File: config.mk
export PLATFORM = sky130hd
export DESIGN_NAME = hazard_scoreboard
export DESIGN_NICKNAME = d
export VERILOG_FILES = /design/src/rtl/hazard_scoreboard.sv
export SDC_FILE = /design/constraint.sdc
export NUM_CORES = 1
export LEC_CHECK = 0
export CELL_PAD_IN_SITES_DETAIL_PLACEMENT = 2
export CELL_PAD_IN_SITES_GLOBAL_PLACEMENT = 2
export CORE_MARGIN = 2
export CORE_UTILIZATION = 25
export CTS_CLUSTER_DIAMETER = 100
export DETAILED_ROUTE_END_ITERATION = 8
export PLACE_DENSITY_LB_ADDON = 0.1
export SYNTH_ARGS = -nofsm -noshare
export SYNTH_HDL_FRONTEND = slang
export SYNTH_SLANG_ARGS = --single-unit
File: constraint.sdc
create_clock -name clk -period 5.2 [get_ports clk]
set_input_delay 0.78 -clock clk [delete_from_list [all_inputs] [get_ports clk]]
set_output_delay 0.78 -clock clk [all_outputs]
set_load 0.01 [all_outputs]
File: src/rtl/hazard_scoreboard.sv
// Register-dependency scoreboard that sits beside the ID stage.
// Each architectural register r != 0 has a small counter of in-flight writes.
// The counter goes up when ID issues a write and down when WB retires one.
// freeze stalls ID/IF while a source operand still has an outstanding producer.
// Build option HAZARD_PERF_EN adds a saturating 16-bit stall counter
// (stall_count) and a synchronous clear input (perf_clr).
module hazard_scoreboard #(
  parameter int ADDR_W = 5,
  parameter int CNT_W  = 2
) (
  input  logic                     clk,
  input  logic                     rst,
  input  logic [ADDR_W-1:0]        src1,
  input  logic [ADDR_W-1:0]        src2,
  input  logic                     src2_check,
  input  logic                     id_wb_en,
  input  logic [ADDR_W-1:0]        id_dest,
  input  logic                     flush,
  input  logic                     wb_write_en,
  input  logic [ADDR_W-1:0]        wb_dest,
  output logic                     freeze,
  output logic                     busy,
  output logic [(1<<ADDR_W)-1:0]   pending_mask
`ifdef HAZARD_PERF_EN
  ,
  input  logic                     perf_clr,
  output logic [15:0]              stall_count
`endif
);

  localparam int NREG = 1 << ADDR_W;

  // Entry 0 exists only so the array can be indexed directly; it is never written.
  logic [CNT_W-1:0] cnt     [NREG];
  logic [CNT_W-1:0] cnt_nxt [NREG];
  logic [NREG-1:0]  pend_nxt;

  logic hazard1;
  logic hazard2;
  logic sat;
  logic issue;
  logic retire;

  // Hazard and issue decisions come from the registered counts only. A writeback
  // in this cycle therefore releases freeze starting in the next cycle.
  assign hazard1 = (src1 != '0) && (cnt[src1] != '0);
  assign hazard2 = src2_check && (src2 != '0) && (cnt[src2] != '0);
  assign sat     = id_wb_en && (id_dest != '0) && (&cnt[id_dest]);
  assign freeze  = (hazard1 || hazard2 || sat) && !flush;
  assign issue   = id_wb_en && (id_dest != '0) && !freeze && !flush;
  assign retire  = wb_write_en && (wb_dest != '0);

  // Compute the next counters. An issue and a retire to the same register cancel out.
  // A retire to a register whose count is already zero leaves it at zero.
  always_comb begin
    for (int i = 0; i < NREG; i++) begin
      cnt_nxt[i]  = cnt[i];
      pend_nxt[i] = 1'b0;
      if (i != 0) begin
        if (issue && (id_dest == ADDR_W'(i)) &&
            !(retire && (wb_dest == ADDR_W'(i))))
          cnt_nxt[i] = cnt[i] + CNT_W'(1);
        else if (retire && (wb_dest == ADDR_W'(i)) &&
                 !(issue && (id_dest == ADDR_W'(i))) && (cnt[i] != '0))
          cnt_nxt[i] = cnt[i] - CNT_W'(1);
        pend_nxt[i] = (cnt_nxt[i] != '0);
      end
    end
  end

  // Counter state, plus busy and pending_mask registered from the next-state counts.
  always_ff @(posedge clk or posedge rst) begin
    if (rst) begin
      for (int i = 0; i < NREG; i++) cnt[i] <= '0;
      busy         <= 1'b0;
      pending_mask <= '0;
    end else begin
      for (int i = 0; i < NREG; i++) cnt[i] <= cnt_nxt[i];
      busy         <= |pend_nxt;
      pending_mask <= pend_nxt;
    end
  end

`ifdef HAZARD_PERF_EN
  // Frozen-cycle counter. It saturates at all-ones, and a clear wins over an increment.
  always_ff @(posedge clk or posedge rst) begin
    if (rst)
      stall_count <= '0;
    else if (perf_clr)
      stall_count <= '0;
    else if (freeze && (stall_count != 16'hFFFF))
      stall_count <= stall_count + 16'd1;
  end
`endif

`ifndef SYNTHESIS
  // Reports a writeback that has no matching issue still in flight.
  always @(posedge clk) begin
    if (!rst && retire && (cnt[wb_dest] == '0) && !(issue && (id_dest == wb_dest)))
      $display("hazard_scoreboard: retire to r%0d with no write in flight (t=%0t)",
               wb_dest, $time);
  end
`endif

endmodule

## Yosys cells after proc, flatten, opt, wreduce, memory -nomap -nowiden

Index checks and enable logic that the tools add are counted.

| word-level totals | value |
|---|---|
| input port bits | 26 |
| word-level logic and storage cells | 534 |
| register bits | 94 |
| output and inout port bits | 34 |

| cells by class | value |
|---|---|
| reduce and logical (&&, ||, !) cells | 300 |
| equal/unequal tests | 62 |
| add/sub/neg operators | 62 |
| muxes and demuxes | 71 |
| order comparisons | 3 |
| bitwise gates (word level) | 3 |

Operators by type and width:

| cell | number |
|---|---|
| $logic_and 1x1->1 | 164 |
| $eq 5x5->1 const B | 32 |
| $mux 2 | 68 |
| $reduce_bool 2->1 | 64 |
| $eq 5x4->1 const B | 16 |
| $logic_not 1->1 | 64 |
| $add 2x1->2 const B | 31 |
| $sub 2x1->2 const B | 31 |
| $eq 5x3->1 const B | 8 |
| $reduce_or 31->1 | 1 |
| $bmux 2 s5 | 3 |
| $eq 5x2->1 const B | 4 |
| $reduce_bool 5->1 | 4 |
| $ge 6x6->1 const B | 3 |
| $not 5->6 | 3 |
| $eq 5x1->1 const B | 2 |
| $logic_or 1x1->1 | 2 |
| $reduce_and 2->1 | 1 |

## Longest topological paths before layout

Gate-level depths: netlist of run 1.

| logic depth | value |
|---|---|
| depth after elaboration | 20 |
| depth in mapped cells | 16 |
| mapped depth without buffers | 11 |

## Least setup slack after synthesis of run 1

Ideal clock, no wire load.

| timing path | value |
|---|---|
| kind | input-to-reg |
| start | input id_dest[1] |
| end | register busy |
| library setup time | 0.140 ns |
| slack | 1.336 ns |
| arrival time | 3.724 ns |
| data required time | 5.060 ns |
| stages on the path | 13 |
| path buffers | 3 |
| cell sequence | buf_4 -> buf_6 -> buf_6 -> mux4_2 -> a22oi_4 -> a22oi_2 -> a2111oi_4 -> nand3_4 -> mux2_4 -> o31a_1 -> or3_1 -> nor4b_2 -> nand4_1 |

| between the ends | value |
|---|---|
| longest elaborated chain between the ends | 19 |
| elaborated cells between the ends (all ways) | 293 |
| classes of those cells | eq/ne: 31; mux: 65; bitwise: 1; reduce/logical: 196 |

Ends and longest elaborated chain:

| what | RTL line | source |
|---|---|---|
| start, declared | 17 | `input logic [ADDR_W-1:0] id_dest,` |
| $not 5->6 (implied by the code) | 48 | `assign sat = id_wb_en && (id_dest != '0) && (&cnt[id_dest]);` |
| $bmux 2 s5 | 48 |  |
| $mux 2 (implied by the code) (2 in a row) | 48 |  |
| $reduce_and 2->1 | 48 |  |
| $logic_and 1x1->1 | 48 |  |
| $logic_or 1x1->1 | 49 | `assign freeze = (hazard1 \|\| hazard2 \|\| sat) && !flush;` |
| $logic_and 1x1->1 | 49 |  |
| $logic_not 1->1 | 50 | `assign issue = id_wb_en && (id_dest != '0) && !freeze && !flush;` |
| [... 3 more ...] | - |  |
| $logic_not 1->1 | 64 | `!(issue && (id_dest == ADDR_W'(i))) && (cnt[i] != '0))` |
| $logic_and 1x1->1 | 63 | `else if (retire && (wb_dest == ADDR_W'(i)) &&` |
| $logic_and 1x1->1 | 64 |  |
| $mux 2 | 63 |  |
| $mux 2 (*) | 60 | `if (issue && (id_dest == ADDR_W'(i)) &&` |
| $reduce_bool 2->1 (*) | 66 | `pend_nxt[i] = (cnt_nxt[i] != '0);` |
| via pend_nxt[18] | 36 | `logic [NREG-1:0] pend_nxt;` |
| $reduce_or 31->1 (*) | 79 | `busy <= \|pend_nxt;` |
| end signal, assigned | 79 |  |
| end, declared | 22 | `output logic busy,` |

Mark *: on every way through the listed nets, which the timed path passes. The rest lies on a longest branch. The select of a mux whose other input is x is not followed.

## Worst setup path after layout of run 1

| timing path | value |
|---|---|
| start | input src2[1] |
| end | register busy |

| between the ends | value |
|---|---|
| longest elaborated chain between the ends | 20 |
| elaborated cells between the ends (all ways) | 263 |
| classes of those cells | mux: 65; bitwise: 1; reduce/logical: 197 |

Ends and longest elaborated chain:

| what | RTL line | source |
|---|---|---|
| start, declared | 14 | `input logic [ADDR_W-1:0] src2,` |
| $not 5->6 (implied by the code) | 47 | `assign hazard2 = src2_check && (src2 != '0) && (cnt[src2] != '0);` |
| $bmux 2 s5 | 47 |  |
| $mux 2 (implied by the code) (2 in a row) | 47 |  |
| $reduce_bool 2->1 | 47 |  |
| $logic_and 1x1->1 (*) | 47 |  |
| $logic_or 1x1->1 (*) (2 in a row) | 49 |  |
| $logic_and 1x1->1 (*) | 49 |  |
| $logic_not 1->1 (*) | 50 |  |
| $logic_and 1x1->1 (*) (2 in a row) | 50 |  |
| $logic_and 1x1->1 | 60, 64 |  |
| $logic_not 1->1 | 64 |  |
| $logic_and 1x1->1 | 63 |  |
| $logic_and 1x1->1 | 64 |  |
| $mux 2 | 63 |  |
| $mux 2 | 60 |  |
| $reduce_bool 2->1 | 66 |  |
| $reduce_or 31->1 (*) | 79 |  |

Every way passes the cells marked *; elsewhere a longest branch is shown, timed or not. The select of a mux whose other input is x is not followed.

==> results of run 1 <==
logic make-up (layout without fill, tap and decap cells):
logic type,Yosys count,in the layout,synth area share [%]
compound gates,235,235,20.1
other cells,1,1,0.0465
mux,50,50,8.43
flops,94,94,29.2
xor+xnor,31,31,3.37
simple gates,449,449,27.7
fa+ha+maj,31,31,4.81
buf+inv,121,205,6.38
worst max-delay path, delay by kind of cell:
kind	cells	cell delay [ps]
buf+inv	2	990
compound gates	4	1330
simple gates	7	1990
layout by cell type, fill, tap and decap left out, types with 9 or more instances in the layout:
master and count:
ha_1 31, a211oi_1 14, nor2b_1 11, o31ai_1 14, a22oi_1 10, xnor2_1 31, nand2_1 89, a21oi_1 42
or3_1 10, nor3_1 43, o211ai_1 21, o22ai_1 12, and2_1 18, nand3_1 35, nand2b_1 11, nor2_1 135
o21ai_0 57, and3_1 12, clkdlybuf4s50_1 57, nand4_1 25, dfrtp_1 94, buf_4 48, nor4_1 17, inv_1 80
clkbuf_16 9, mux2i_1 30
per-layer routing:
metal	part of all wire (%)	up-vias	track usage, %
li1	-	3863	-
met1	50	4252	32.7
met2	43	188	34.2
met3	4.7	35	4.10
met4	2.0	0	5.92
met5	0	-	0
worst max path at each step:
stage,from,to,cells after the start
after CTS,src2[1],busy$_DFF_PP0_,13
after global placement,src2[1],busy$_DFF_PP0_,13
after floorplan,id_dest[1],busy$_DFF_PP0_,13
after detailed placement,src2[1],busy$_DFF_PP0_,13
final,src2[1],busy$_DFF_PP0_,13
after global routing,src2[1],busy$_DFF_PP0_,13
metrics by stage:
stage               power [mW]  cells  hold WS [ps]  setup TNS, ps  utilization (%)
CTS                       4.19   1498           537              0             30.5
finish                    4.16   1498           543              0             30.5
global placement          3.41   1482           533           -522             29.5
floorplan                 2.51   1012           479              0                -
global route              4.48   1498           585              0             30.5
detailed placement        3.45   1482           526           -680             29.5
power groups by stage:
stage / Sequential, mW / Clock, mW / Combinational, mW
after global placement: 1.37 / 0 / 2.04
after floorplan: 1.25 / 0 / 1.26
after detailed placement: 1.37 / 0 / 2.07
final: 1.36 / 0.718 / 2.08
after CTS: 1.36 / 0.744 / 2.09
after global routing: 1.41 / 0.768 / 2.31
what timing repair did:
item                       in CTS  in global routing
hold endpoints to repair        0                  0
setup buffers                   0                  0
setup endpoints to repair       1                  1
gates resized for setup         1                  1
area by class of cell:
class	instances	area [um^2]	area share, %
Multi-Input combinational cell	797	5210	54.0
Sequential cell	94	2350	24.4
Timing Repair Buffer	108	976	10.1
Tap cell	402	503	5.21
Inverter	81	307	3.18
Clock buffer	9	225	2.33
Clock inverter	7	73.8	0.765
sequential cells by signal (all words and copies together) (netlist names):
| name | count |
|---|---|
| cnt | 62 |
| pending_mask | 31 |
| busy | 1 |
==> impl_metrics.yaml, run 1 <==
critical_path:
  critical_path_arrival_ps: 5100
  r2r_slack_ps: 770
  cpMaxStageDelayCell: "clkdlybuf4s50_1"
  critPathMaxStageDelay_ps: 760
  end_kind: "register"
  start_kind: "input pin"
  required_ps: 5430
  crit_top_cell: "nand4_1"
  path_class: "in2reg"
  worst-r2r-cell-count: 12
  crit_chain: "clkdlybuf4s50_1, nor4b_1, or4_1, nor3_1, o32ai_1, a22o_1, buf_4, nand4_1, or3_1, a21o_1, a2111o_1, nor4_2, nand4_1"
  cp_max_fo: 9
  timing.rr.start: "cnt[50]$_DFF_PP0_"
  rr_endpoint: "busy$_DFF_PP0_"
power_and_ir_drop:
  p_comb_share_pct: 50.0
  p_switching_mw: 1.88
  clockPowerShare_pct: 17.3
  sw_frac_of_total_pct: 45.2
  seq_power_share_pct: 32.7
  p_leak_nw: 3.81
  vdd_drop_max_mv: 0.176
  power.internal_mw: 2.28
  powerDensity_nw_per_um2: 432
yosys:
  synth_cell_types: 75
  synthCells: 1012
  ys_top_cells_by_area: "dfrtp_1 29%, nor2_1 6.3%, ha_1 4.8%"
  synth-edff-count: 0
  synthFlopType: "dfrtp_1"
  synth_area_leader_cell: "dfrtp_1"
  yosys.area.top_type_share_pct: 29.2
  syn_nets: 1069
  synthMostInstantiatedCell: "nor2_1"
  ys_async_sr_fraction_pct: 100
  ys_seq_area_share_pct: 29.2
  netlist_area_um2: 8060
  ys_top_cells_by_count: "135 x nor2_1, 94 x dfrtp_1, 89 x nand2_1"
  avgSynthCellArea_um2: 7.97
  yosys_warnings: 0
  ys_ff_latch: 94
min_path:
  hold_end: "cnt[60]$_DFF_PP0_"
  hp-class: "reg2reg"
  hold_path.startpoint: "cnt[60]$_DFF_PP0_"
  min_path_cells: 1
placement:
  postPlaceCellArea_um2: 9340
  pre_cts_slack_ps: -680
  place_hpwl_um: 30100
  gp_congestion: 0.868
  port_buffers: 58
clock_tree:
  cts_root_buf: "clkbuf_16"
  htreeDepth: 3
  cts_hold_buf: 0
  cts_tree: "yes"
  insertion_delay_ps: 380
  numCtsBuffers: 9
  clkSlewWorstSetupHoldPaths_ps: 80
  clock_sinks: 94
  cts_buffer_depth: 2
timing:
  layout_setup_ws_ps: 324
  fmax_ghz: 0.205
  setup_violations: 0
  finClkSkew_ps: 10.7
  period_minus_slack_ps: 4880
  final.period_utilization_pct: 93.8
  maxSlewHeadroom_pct: 24.4
  rsz0062_at_grt: "no"
  drv_slew: 0
  hold_viol_final: 0
  tightestPinTransition_ps: 1120
floorplan:
  start_util_pct: 25.5
  coreArea_um2: 31600
  die_area_um2: 33700
  fp.dieW_um: 184
  rows: 65
  die-height_um: 184
  io_pins: 60
layout:
  final_nets: 1148
  post-route-cell-area_um2: 9650
  drive_gt1_share_pct: 9.31
  n_fill_cell: 3633
  area_delta_synth_final_pct: 19.6
  n_antenna_cell: 0
routing:
  via_per_inst: 5.57
  first_pass_iters: 7
  vias: 8338
  drc: 0
  wl_per_cell_um: 24.7
  drt_iter0_markers: 453
  wirelength_um: 37000
  ant_nets: 0
global_route:
  grt_pass1_wl_um: 55700
  grt_pass1_vias: 8552
  gr-total-overflow: 0
  antenna_found_initial: 1
  grt_max_degree: 46
  grt_usage_pct: 22.5
job:
  drv_cap: 0
status:
  status: "finished, final reports clean"
(Power assumes the default switching activity.)
==> inputs of run 2 (changes only) <==
--- a/config.mk
+++ b/config.mk
@@ -7,7 +7,7 @@
 export LEC_CHECK = 0
 export CELL_PAD_IN_SITES_DETAIL_PLACEMENT = 2
 export CELL_PAD_IN_SITES_GLOBAL_PLACEMENT = 2
-export CORE_MARGIN = 2
+export CORE_MARGIN = 8
 export CORE_UTILIZATION = 25
 export CTS_CLUSTER_DIAMETER = 100
 export DETAILED_ROUTE_END_ITERATION = 8
==> impl_metrics.yaml, run 2 (synthesized netlist as in run 1, its figures left out) <==
status:
  status: "finished, final reports clean"
layout:
  final_nets: 1142
  fin_cells: 1492
  final_cell_mix: "135 x nor2_1, 94 x dfrtp_1, 89 x nand2_1, 80 x inv_1"
  largest-register: "cnt"
  drive_gt1_share_pct: 8.81
  area_delta_synth_final_pct: 19.9
  utilization_pct: 30.6
  n_antenna_cell: 0
  reg_top3: "cnt x62, pending_mask x31, busy x1"
  largest_reg_flops: 62
  final_common_cell: "nor2_1"
critical_path:
  required_ps: 5440
  path_class: "in2reg"
  end_kind: "register"
  crit_top_cell: "nor4_1"
  crit_chain: "clkdlybuf4s50_1, buf_12, nor3_1, a2111oi_0, nor4_1, a22oi_1, and2_1, nor4_1, mux2i_1, nand2_1, o2bb2ai_1, nor4_1, buf_4, nand4_1"
  cp_max_fo: 27
  r2r_slack_ps: 550
  start_kind: "input pin"
  cpMaxStageDelayCell: "nor4_1"
  critPathMaxStageDelay_ps: 1090
  critical_path_arrival_ps: 5140
clock_tree:
  cts_resized: 0
  clkSlewWorstSetupHoldPaths_ps: 80
  cts_root_buf: "clkbuf_16"
  cts_hold_buf: 0
  insertion_delay_ps: 390
  cts_tree: "yes"
  clock_sinks: 94
  cts_setup_buffers: 0
  cts_buffer_depth: 2
  htreeDepth: 3
  numCtsBuffers: 9
global_route:
  antenna_found_initial: 0
  grt_max_degree: 38
  gr-total-overflow: 0
  grt_usage_pct: 19.6
  grt_pass1_wl_um: 56700
  grt_pass1_vias: 8832
placement:
  gp_congestion: 0.906
  pre_cts_slack_ps: -297
  place_hpwl_um: 30600
  port_buffers: 58
  dp.cells: 1476
power_and_ir_drop:
  p_leak_nw: 3.81
  vdd_drop_max_mv: 0.186
  power.total_mw: 4.27
  powerDensity_nw_per_um2: 442
timing:
  final.period_utilization_pct: 94.3
  drv_slew: 0
  fmax_ghz: 0.204
  hold_viol_final: 0
  setup_violations: 0
  rsz0062_at_grt: "no"
  tightestPinTransition_ps: 1310
  layout_setup_ws_ps: 298
  hold_slack_ps: 532
  finClkSkew_ps: 14.3
  maxSlewHeadroom_pct: 11.8
  period_minus_slack_ps: 4900
routing:
  via_per_inst: 5.53
  ant_nets: 0
  vias: 8251
  wirelength_um: 37400
  first_pass_iters: 5
  wl_per_cell_um: 25.1
  drt_iter0_markers: 476
  drc: 0
floorplan:
  coreArea_um2: 31600
  start_util_pct: 25.5
  fp.dieW_um: 196
  io_pins: 60
  die-height_um: 196
  die_area_um2: 38300
  rows: 65
job:
  drv_cap: 0
min_path:
  hp-class: "reg2reg"
[run 2: changes by cell type in the layout (fill, tap and decap cells not counted)]
cell | previous run | this run
inv_6 | 1 | 0
clkinv_2 | 2 | 0
a311oi_1 | 2 | 1
clkbuf_1 | 0 | 1
buf_12 | 2 | 3
bufinv_16 | 1 | 3
clkbuf_8 | 0 | 1
a311oi_2 | 0 | 1
clkinv_4 | 2 | 1
buf_4 | 48 | 41
[run 2: per-layer routing]
metal  up-vias  global-route usage, %  wire length [um]
li1       3847                      -                 -
met1      4194                   27.3             18400
met2       171                   29.9             16300
met3        39                   4.38              1970
met4         0                   5.84               849
met5         -                      0                 0
[run 2: final timing paths]
check                             startpoint                          to  cells after the start
max                                  src1[0]              busy$_DFF_PP0_                     14
min                        cnt[60]$_DFF_PP0_           cnt[60]$_DFF_PP0_                      1
max reg2reg                cnt[29]$_DFF_PP0_              busy$_DFF_PP0_                     12
min reg2reg                cnt[60]$_DFF_PP0_           cnt[60]$_DFF_PP0_                      1
max in group asynchronous                rst  pending_mask[20]$_DFF_PP0_                      3
min in group asynchronous                rst           cnt[59]$_DFF_PP0_                      2
[run 2: final cells by class]
type                       count  area [um^2]
clock buffer                  11          243
clock inverter                 5          106
multi-input combinational    797         5220
sequential                    94         2350
timing repair buffer         102          943
tap                          402          503
inverter                      81          307
fill                        3658        22000
[run 2: metrics by stage]
stage	TNS, ps	cell area (um^2)
after global placement	-236	9300
after floorplan	0	8060
after detailed placement	-297	9300
after global routing	0	9670
final	0	9670
after CTS	0	9650
[run 2: worst max-delay path, delay by kind of cell]
| kind | cells | cell delay, ps |
|---|---|---|
| AO/OA/AOI/OAI | 3 | 610 |
| buffers and inverters | 3 | 830 |
| multiplexers | 1 | 350 |
| AND/OR/NAND/NOR | 7 | 2550 |
[run 2: report_power, final]
group | internal, mW | total [mW] | switching [mW] | leakage, nW
Sequential | 0.996 | 1.37 | 0.376 | 1.17
Combinational | 0.906 | 2.08 | 1.17 | 2.47
Clock | 0.485 | 0.819 | 0.335 | 0.166
==> inputs of run 3 (changes only) <==
--- a/config.mk
+++ b/config.mk
@@ -11,7 +11,8 @@
 export CORE_UTILIZATION = 25
 export CTS_CLUSTER_DIAMETER = 100
 export DETAILED_ROUTE_END_ITERATION = 8
-export PLACE_DENSITY_LB_ADDON = 0.1
+export PLACE_DENSITY = 0.62
+export SETUP_SLACK_MARGIN = 0.15
 export SYNTH_ARGS = -nofsm -noshare
 export SYNTH_HDL_FRONTEND = slang
 export SYNTH_SLANG_ARGS = --single-unit
==> impl_metrics.yaml, run 3 (synthesized netlist as in run 1, its figures left out) <==
routing:
  first_pass_iters: 4
  wirelength_um: 36000
  drt_iter0_markers: 446
  wl_per_cell_um: 24.2
  vias: 8243
  highest_layer: "met4"
  wl_met1_um: 18000
  ant_nets: 0
  via_per_inst: 5.54
  drc: 0
  met2_length_um: 16000
  dr_wl_met3_um: 1370
floorplan:
  die-height_um: 196
  start_util_pct: 25.5
  rows: 65
  fp.dieW_um: 196
  io_pins: 60
  coreArea_um2: 31600
  die_area_um2: 38300
power_and_ir_drop:
  power.internal_mw: 2.23
  powerDensity_nw_per_um2: 429
  seq_power_share_pct: 33.0
  p_comb_share_pct: 50.4
  p_switching_mw: 1.86
  vdd_drop_max_mv: 0.171
  sw_frac_of_total_pct: 45.5
  p_leak_nw: 3.74
  clockPowerShare_pct: 16.6
clock_tree:
  clock_sinks: 94
  insertion_delay_ps: 370
  cts_setup_buffers: 0
  cts_hold_buf: 0
  cts_tree: "yes"
  numCtsBuffers: 9
  htreeDepth: 3
  cts_root_buf: "clkbuf_16"
  cts_resized: 0
  cts_buffer_depth: 2
  clkSlewWorstSetupHoldPaths_ps: 70
global_route:
  gr-total-overflow: 0
  grt_max_degree: 39
  grt_pass1_vias: 8695
  grt_pass1_wl_um: 54800
  grt_usage_pct: 18.8
  antenna_found_initial: 0
layout:
  drive_gt1_share_pct: 8.20
  final_common_cell: "nor2_1"
  n_fill_cell: 3623
  final_cell_mix: "135 x nor2_1, 94 x dfrtp_1, 89 x nand2_1, 80 x inv_1"
  largest_reg_flops: 62
  reg_top3: "cnt x62, pending_mask x31, busy x1"
  post-route-cell-area_um2: 9540
  largest-register: "cnt"
  area_delta_synth_final_pct: 18.4
  n_antenna_cell: 0
  final_nets: 1138
critical_path:
  crit_buf_inv: 2
  cpMaxStageDelayCell: "clkdlybuf4s50_1"
  crit_chain: "clkdlybuf4s50_1, mux4_2, a2111oi_0, o32ai_1, a22oi_1, nor2_1, a31oi_1, clkdlybuf4s50_1"
  path_class: "in2out"
  cp_max_fo: 5
  start_kind: "input pin"
  critical_path_arrival_ps: 4100
  cp_top_family: "compound AO/OA/AOI/OAI gates"
  critPathMaxStageDelay_ps: 630
  required_ps: 4420
  crit_top_cell: "clkdlybuf4s50_1"
  end_kind: "primary output"
placement:
  port_buffers: 58
  gp_congestion: 0.907
  postPlaceCellArea_um2: 9260
  place_hpwl_um: 29500
job:
  drv_cap: 0
timing:
  final.period_utilization_pct: 93.8
  hold_viol_final: 0
  setup_violations: 0
  drv_slew: 0
  period_minus_slack_ps: 4880
  tightestPinTransition_ps: 781
  maxSlewHeadroom_pct: 47.5
  fmax_ghz: 0.205
  rsz0062_at_grt: "yes"
  finClkSkew_ps: 8.70
  setup_tns_ps: 0
status:
  status: "finished, final reports clean"
min_path:
  hp-class: "reg2reg"
[run 3: cell types whose count changed in the layout (fill, tap and decap cells not counted), sizes merged]
cell,previous run,this run
clkinv,1,2
clkbuf,11,12
clkinvlp,1,2
buf,45,41
bufinv,3,0
[run 3: power by group through the flow]
stage | clock [mW] | combinational, mW | sequential (mW)
after floorplan | 0 | 1.26 | 1.25
after global placement | 0 | 2.01 | 1.35
after detailed placement | 0 | 2.05 | 1.36
after CTS | 0.705 | 2.07 | 1.35
after global routing | 0.723 | 2.26 | 1.39
final | 0.679 | 2.06 | 1.35
[run 3: final timing paths]
path	slack, ps	endpoint	cells past startpoint	startpoint
max	320	freeze	8	src2[0]
min	530	cnt[60]$_DFF_PP0_	1	cnt[60]$_DFF_PP0_
max reg2reg	760	busy$_DFF_PP0_	13	cnt[2]$_DFF_PP0_
min reg2reg	530	cnt[60]$_DFF_PP0_	1	cnt[60]$_DFF_PP0_
max in group asynchronous	3470	cnt[22]$_DFF_PP0_	3	rst
min in group asynchronous	810	pending_mask[2]$_DFF_PP0_	2	rst
[run 3: layout make-up]
class                           count  area [um^2]  area share (%)
Clock buffer                       12          246            2.58
Timing Repair Buffer               98          901            9.44
Tap cell                          402          503            5.27
Multi-Input combinational cell    797         5200            54.5
Inverter                           81          307            3.21
Sequential cell                    94         2350            24.6
Clock inverter                      4         32.5           0.341
[run 3: stage by stage]
step	setup WS, ps	total power [mW]	hold slack [ps]	util, %	instances
after global routing	136	4.37	558	30.2	1488
after floorplan	1340	2.51	479	-	1012
after global placement	-14.0	3.37	515	29.3	1472
final	323	4.09	527	30.2	1488
after detailed placement	-46.2	3.41	526	29.3	1472
after CTS	288	4.12	536	30.2	1488
[run 3: routing by layer]
metal / vias up / GRT usage, %
met5: - / 0
met3: 38 / 2.73
li1: 3849 / -
met2: 166 / 29.2
met1: 4190 / 26.5
met4: 0 / 5.50
